--- config.mk ---
export PLATFORM = sky130hd
export DESIGN_NAME = seg7_scan_driver
export DESIGN_NICKNAME = d
export VERILOG_FILES = /design/src/rtl/seg7_scan_driver.sv
export SDC_FILE = /design/constraint.sdc
export NUM_CORES = 1
export LEC_CHECK = 0
export ABC_AREA = 1
export BUFFER_PORTS_ARGS = -buffer_cell sky130_fd_sc_hd__buf_2
export CORE_ASPECT_RATIO = 1.1
export CORE_UTILIZATION = 55
export CTS_CLUSTER_SIZE = 16
export DETAILED_ROUTE_END_ITERATION = 16
export PLACE_DENSITY = 0.76
export SETUP_SLACK_MARGIN = 0.02
export SYNTH_ARGS = -nofsm -noshare
export SYNTH_HDL_FRONTEND = slang
export SYNTH_SLANG_ARGS = --single-unit
export TNS_END_PERCENT = 50
--- constraint.sdc ---
create_clock -name clk -period 4 [get_ports clk]
set_input_delay 0.8 -clock clk [delete_from_list [all_inputs] [get_ports clk]]
set_output_delay 0.8 -clock clk [all_outputs]
set_load 0.05 [all_outputs]
--- src/rtl/seg7_scan_driver.sv ---
// seg7_scan_driver
// Time-multiplexed seven-segment display driver. A hex value is latched into a
// shadow register on load and copied into the display register only at frame
// boundaries, so a frame never tears. Each digit slot starts with an all-off
// guard interval to suppress ghosting.
//
// Ports:
//   clk         system clock
//   reset       synchronous, active-high reset
//   value       hex nibbles, value[3:0] is digit 0 (rightmost, an[0])
//   dp_in       decimal-point request per digit
//   load        strobe: latch value/dp_in into the shadow register
//   seg         segments {g,f,e,d,c,b,a}
//   dp          decimal point of the active digit
//   an          digit enables, one-hot while a digit is on
//   frame_start one-cycle pulse after the display register is updated
module seg7_scan_driver #(
   parameter int unsigned NUM_DIGITS    = 4,
   parameter int unsigned REFRESH_TICKS = 10000,
   parameter int unsigned GUARD_TICKS   = 500,
   parameter bit          ACTIVE_LOW    = 1'b1,
   parameter bit          LZ_SUPPRESS   = 1'b0
) (
   input  logic                      clk,
   input  logic                      reset,
   input  logic [4*NUM_DIGITS-1:0]   value,
   input  logic [NUM_DIGITS-1:0]     dp_in,
   input  logic                      load,
   output logic [6:0]                seg,
   output logic                      dp,
   output logic [NUM_DIGITS-1:0]     an,
   output logic                      frame_start
);

   localparam int unsigned TickW  = (REFRESH_TICKS > 1) ? $clog2(REFRESH_TICKS) : 1;
   localparam int unsigned DigitW = (NUM_DIGITS > 1) ? $clog2(NUM_DIGITS) : 1;

   localparam logic [TickW-1:0]  TickLast   = TickW'(REFRESH_TICKS - 1);
   localparam logic [TickW-1:0]  GuardTicks = TickW'(GUARD_TICKS);
   localparam logic [DigitW-1:0] DigitLast  = DigitW'(NUM_DIGITS - 1);

   typedef enum logic {StGuard, StOn} state_e;

   localparam state_e StReset = (GUARD_TICKS == 0) ? StOn : StGuard;

   logic [4*NUM_DIGITS-1:0] shadow_val_q, disp_val_q;
   logic [NUM_DIGITS-1:0]   shadow_dp_q, disp_dp_q;
   logic [TickW-1:0]        tick_q, tick_d;
   logic [DigitW-1:0]       digit_q, digit_d;
   state_e                  state_q, state_d;

   logic                    tick_wrap, frame_end;
   logic [3:0]              nibble;
   logic                    dp_sel, zero_hi, blank;
   logic [6:0]              seg_h;
   logic [NUM_DIGITS-1:0]   an_h;
   logic                    dp_h;

   function automatic logic [6:0] hex_decode(input logic [3:0] n);
      logic [6:0] s;
      case (n)
         4'h0: s = 7'b0111111;
         4'h1: s = 7'b0000110;
         4'h2: s = 7'b1011011;
         4'h3: s = 7'b1001111;
         4'h4: s = 7'b1100110;
         4'h5: s = 7'b1101101;
         4'h6: s = 7'b1111101;
         4'h7: s = 7'b0000111;
         4'h8: s = 7'b1111111;
         4'h9: s = 7'b1101111;
         4'hA: s = 7'b1110111;
         4'hB: s = 7'b1111100;
         4'hC: s = 7'b0111001;
         4'hD: s = 7'b1011110;
         4'hE: s = 7'b1111001;
         default: s = 7'b1110001;
      endcase
      return s;
   endfunction

   // Scan position and next guard/on state.
   always_comb begin
      tick_wrap = (tick_q == TickLast);
      frame_end = tick_wrap && (digit_q == DigitLast);
      tick_d    = tick_wrap ? '0 : tick_q + 1'b1;
      digit_d   = digit_q;
      if (tick_wrap) begin
         digit_d = (digit_q == DigitLast) ? '0 : digit_q + 1'b1;
      end
      state_d = (tick_d < GuardTicks) ? StGuard : StOn;
   end

   // Active-high view of the outputs for the current scan position.
   always_comb begin
      nibble = 4'h0;
      dp_sel = 1'b0;
      for (int k = 0; k < int'(NUM_DIGITS); k++) begin
         if (digit_q == DigitW'(k)) begin
            nibble = disp_val_q[4*k +: 4];
            dp_sel = disp_dp_q[k];
         end
      end
      // Walk down from the top digit; a digit blanks while everything at and
      // above it is zero. Digit 0 is never considered.
      zero_hi = 1'b1;
      blank   = 1'b0;
      for (int k = int'(NUM_DIGITS) - 1; k >= 1; k--) begin
         zero_hi = zero_hi & (disp_val_q[4*k +: 4] == 4'h0);
         if (digit_q == DigitW'(k)) begin
            blank = zero_hi;
         end
      end
      seg_h = '0;
      an_h  = '0;
      dp_h  = 1'b0;
      if (state_q == StOn) begin
         an_h  = NUM_DIGITS'(1) << digit_q;
         seg_h = (LZ_SUPPRESS && blank) ? 7'b0000000 : hex_decode(nibble);
         dp_h  = dp_sel;
      end
   end

   always_ff @(posedge clk) begin
      if (reset) begin
         shadow_val_q <= '0;
         shadow_dp_q  <= '0;
         disp_val_q   <= '0;
         disp_dp_q    <= '0;
         tick_q       <= '0;
         digit_q      <= '0;
         state_q      <= StReset;
         seg          <= {7{ACTIVE_LOW}};
         an           <= {NUM_DIGITS{ACTIVE_LOW}};
         dp           <= ACTIVE_LOW;
         frame_start  <= 1'b0;
      end else begin
         if (load) begin
            shadow_val_q <= value;
            shadow_dp_q  <= dp_in;
         end
         // Non-blocking update means a same-edge load is seen one frame later.
         if (frame_end) begin
            disp_val_q <= shadow_val_q;
            disp_dp_q  <= shadow_dp_q;
         end
         tick_q      <= tick_d;
         digit_q     <= digit_d;
         state_q     <= state_d;
         seg         <= seg_h ^ {7{ACTIVE_LOW}};
         an          <= an_h ^ {NUM_DIGITS{ACTIVE_LOW}};
         dp          <= dp_h ^ ACTIVE_LOW;
         frame_start <= frame_end;
      end
   end

endmodule

# [After elaboration in Yosys (flattened, before gate mapping)]
# Memories as Yosys holds them, arrays and structs flattened.
# Index checks and enable logic that the tools add are counted.
[word_totals] elab_cells=39 mem_bits_ro=112 out_inout_bits=13 in_bits=23 reg_bits=70 mem_count=1
[memory_table] memory="(no name shown)" words=16 word_bits=7 read_ports=1 rd_clocked_by_memory_dff=0 wr=0 line="61" text="case (n)"
[classes] shifts=1 muxes=14 n_lt_le_gt_ge=1 addsub=2 eq_ne=4 bitwise=3 reduce_logical=2
[ops] op="4-bit two-way mux" count=5
[ops] op="14-bit by 1-bit adder with 14-bit output, second input constant" count=1
[ops] op="14-bit == test, second input constant" count=1
[ops] op="14-bit by 9-bit less-than comparator with 1-bit output, second input constant" count=1
[ops] op="14-bit two-way mux" count=1
[ops] op="7-bit two-way mux" count=1
[ops] op="7-bit inverter" count=1
[ops] op="1-bit two-way mux" count=6
[ops] op="2-bit == test, second input constant" count=2
[ops] op="4-bit inverter" count=1
[ops] op="1-bit by 2-bit << shifter with 4-bit output, first input constant" count=1
[ops] op="2-bit by 1-bit adder with 2-bit output, second input constant" count=1
[ops] op="2-bit by 1-bit == test with 1-bit output, second input constant" count=1
[ops] op="2-bit zero test" count=1
[ops] op="2-bit two-way mux" count=1
[ops] op="1-bit logical AND" count=1
[ops] op="1-bit inverter" count=1

# [Depth between registers and ports, before layout]
# An unclocked memory read counts as a cell.
[logic_depth] depth_word=8 mapped_depth=13 depth_no_buf=13

# [Worst setup path after synthesis]
# No wires, ideal clock.
[synth_path] path_type="reg-to-reg" from="register digit_q[0]" to="register seg[3]" t_arrival_ns=1.744 setup_ns=0.124 n_path_buf=1 stages_incl_launch_ff=13 path_slack_ns=2.132 period_less_slack_ns=1.868 required_ns=3.876 path_cell_list="dfxtp_1 inv_1 ha_1 buf_2 inv_1 nand3_1 a22oi_2 inv_1 ha_1 inv_1 nand2_1 nand3_1 nand3_1"
[synth_via] elab_chain_len=8 word_cells_on_any_way=11 classes_between="3 x eq/ne; 5 x mux; 1 x bitwise; 1 x reduce/logical; 1 x memory"
[synth_lines] element="start, declared" line="49" text="logic [DigitW-1:0] digit_q, digit_d;"
[synth_lines] element="start signal, assigned" line="148" text="digit_q <= digit_d;"
[synth_lines] element="2-bit zero test" line="99" text="if (digit_q == DigitW'(k)) begin"
[synth_lines] element="4-bit two-way mux (3 in series)" line="99"
[synth_lines] element="4-bit two-way mux *" line="99"
[synth_lines] element="memory read 16 x 7 bit *"
[synth_lines] element="7-bit two-way mux *" line="117" text="if (state_q == StOn) begin"
[synth_lines] element="7-bit inverter (no source line) *"
[synth_lines] element="end signal, assigned" line="133" text="seg <= {7{ACTIVE_LOW}};"
[synth_lines] element="end signal, assigned" line="150" text="seg <= seg_h ^ {7{ACTIVE_LOW}};"
[synth_lines] element="end, declared" line="29" text="output logic [6:0] seg,"
# Mark *: on every way between the ends. The rest lies on a longest branch, timed or not.
# A chain may end at the register's enable or synchronous reset.

# [Worst setup path in the final report]
# Same ends and word-level chain as after synthesis.

==> impl_metrics.csv <==
group,metric,value,unit
yosys,synth_seq_cells,70,
yosys,syn_inst,414,
pwr,powerDensity,378,nW/µm²
pwr,pwr-share-clk,42.2,%
min_path,hold_start,"disp_dp_q[1]$_SDFFE_PP0P_",
pwr,switching_share,21.4,%
cells_and_area,multi_input_area,1510,µm²
clock_network,root_buffer,"clkbuf_8",
routing,drtAntennaViolNets,0,
clock_network,tritoncts,"yes",
placed_design,dp_hpwl,4210,µm
yosys,synth_area,3170,µm²
floorplanning,rows,28,
routing,vias_per_cell,5.03,
timing,finalSetupViolations,0,
worst_setup_path,startpoint,"digit_q[0]$_SDFFE_PP0N_",
timing,min_period,2.06,ns
cells_and_area,nFillCells,515,
yosys,synth_top_flop_cell,"dfxtp_1",
worst_setup_path,worstPathRequired,4.21,ns
pwr,cellLeakagePower,1.44,nW
routing,drt_wl_total,6040,µm
yosys,syn_nets,448,
cells_and_area,seqCellArea,1400,µm²
worst_setup_path,cp-start-kind,"flip-flop",
worst_setup_path,crit_path_max_fanout,8,
run,max_cap_viol_count,0,
cells_and_area,syn_to_final_growth,12.2,%
cells_and_area,final_core_util,65.1,%
clock_network,max-clock-path-buffers,2,
cells_and_area,drive_above_1_share,20.0,%
pwr,pwr-share-comb,4.0,%
timing,finalCritPeriodShare,51.6,%
worst_setup_path,crit_type,"flip-flop to flip-flop",
global_route,antenna_found_initial,0,
global_route,grt_max_degree,44,
worst_setup_path,cp.arrival,2.27,ns
yosys,syn_avg_cell_area,7.66,µm²
global_route,grt_pass1_wl,10000,µm
global_route,gr-usage-all-layers,21.6,%
placed_design,place_inst,510,
worst_setup_path,r2r_start,"digit_q[0]$_SDFFE_PP0N_",
routing,vias,2644,
timing,relSlewSlack,62.3,%
floorplanning,die-width,74.4,µm
pwr,p_int,1.06,mW
floorplanning,initial_core_util,58.0,%
floorplanning,io_pins,36,
clock_network,cts_setup_buffers,0,
routing,drtIter0Drc,125,
status,status,"finished, final reports clean",
cells_and_area,stdcell_count,526,
floorplanning,core-area,5470,µm²
routing,firstDrtPassIters,5,
yosys,synth_warnings,0,
timing,worst_clock_skew,0.00768,ns
pwr,p_seq_share,53.8,%
pwr,switching_power,0.288,mW
floorplanning,die-area,6070,µm²
timing,rsz0062_at_grt,"no",
timing,hold_ws,0.451,ns
routing,routedWlPerCell,11.5,µm
floorplanning,fp.dieH,81.6,µm
timing,hold_violations,0,
min_path,hold_path.class,"flip-flop to flip-flop",
clock_network,holdBufCountCts,0,
pwr,power,1.34,mW
clock_network,cts_inserted_buffers,9,
yosys,seq_area_frac_synth,44.2,%
placed_design,gp_congestion,0.869,
global_route,grt_pass1_vias,2321,
worst_setup_path,crit_path_end_kind,"flip-flop",
placed_design,portBuffers,35,
pwr,ir_worst_vdd,231,µV
timing,tns,0,ns
cells_and_area,nNetsFinal,480,
global_route,grt_overflow,0,
yosys,synth_cell_type_count,37,
clock_network,cts.sinks,70,
timing,worst_slew_pin_slew,0.566,ns
yosys,synth_edf_count,0,
cells_and_area,diodes,0,
routing,drc,0,
clock_network,clkTransAtPathRegs,0.07,ns
clock_network,clkLatencyLatePin,0.34,ns
clock_network,cts.repair.resized,0,
timing,fmax,485,MHz
timing,maxSlewViolCount,0,
yosys,ys_async_sr_fraction,0,%
clock_network,cts_max_level,3,
## registers in the layout (all words and copies together), names as in the netlist
register and cells:
digit_q 2, dp 1, disp_dp_q 4, disp_val_q 16, tick_q 14, frame_start 1, seg 7, an 4
shadow_dp_q 4, state_q 1, shadow_val_q 16
## stage by stage
step           cell area, µm²  worst slack (ns)
5_1_grt                  3560              1.77
3_5_place_dp             3360              1.96
6_report                 3560              1.94
4_1_cts                  3560              1.93
3_3_place_gp             3360              1.96
2_1_floorplan            3170              2.13
## critical path: stages (launching register included)
cell     delay (ns)
dfxtp_1        0.36
inv_1          0.10
ha_1           0.30
inv_1          0.13
nand3_1        0.11
a22oi_2        0.26
inv_1          0.13
ha_1           0.29
inv_1          0.05
nand2_1        0.06
nand3_1        0.07
nand3_1        0.07
## power by group through the flow
stage	Sequential [mW]	Combinational, mW	Clock [mW]
3_3_place_gp	0.738	0.0531	0
3_5_place_dp	0.738	0.0537	0
5_1_grt	0.724	0.0626	0.611
4_1_cts	0.723	0.0546	0.581
6_report	0.723	0.0541	0.568
2_1_floorplan	0.736	0.0370	0
## cell usage after synthesis (4+ instances only)
library cell,instances,area [µm²]
o21ai_0,24,120
dfxtp_1,70,1400
a21oi_2,18,158
ha_1,11,138
nor2_1,71,267
nand3_1,28,140
o21ai_2,4,35.0
clkbuf_1,8,30.0
inv_1,39,146
buf_6,4,45.0
nand2_1,69,259
a21oi_1,12,60.1
o21ai_1,19,95.1
## layout make-up
cell class              instances  share of cell area [%]
flip-flops and latches         70                    39.4
clock buffers                  13                    4.47
inverters                      44                    4.71
multi-input cells             285                    42.5
clock inverters                 3                    1.20
well taps                      75                    2.64
repair buffers                 36                    5.14
## metal layers
layer | vias to the layer above | wire, µm | track usage, %
met3 | 13 | 286 | 6.01
li1 | 1400 | - | -
met4 | 0 | 157 | 9.62
met1 | 1164 | 2830 | 25.8
met5 | - | 0 | 0
met2 | 67 | 2760 | 35.9
## kinds of logic after synthesis
logic type,after synthesis,synth area share (%)
compound gates,85,16.8
xor+xnor,3,0.829
fa+ha+maj,11,4.34
buf+inv,59,8.17
flops,70,44.2
simple gates,186,25.7
## cell usage in the layout, fill, tap and decap left out, types with 12 or more instances in the layout
| master | netlist | routed |
|---|---|---|
| a21oi_1 | 12 | 12 |
| a21oi_2 | 18 | 18 |
| buf_2 | 1 | 35 |
| dfxtp_1 | 70 | 70 |
| inv_1 | 39 | 39 |
| nand2_1 | 69 | 69 |
| nand3_1 | 28 | 28 |
| nor2_1 | 71 | 71 |
| o21ai_0 | 24 | 24 |
| o21ai_1 | 19 | 19 |
## final timing paths
check	to	slack, ns	cells past startpoint
worst max-delay path	seg[3]$_SDFF_PP1_	1.94	11
worst max register to register	seg[3]$_SDFF_PP1_	1.94	11
worst min register to register	disp_dp_q[1]$_SDFFE_PP0P_	0.45	2
worst min-delay path	disp_dp_q[1]$_SDFFE_PP0P_	0.45	2
(Power assumes the default switching activity.)
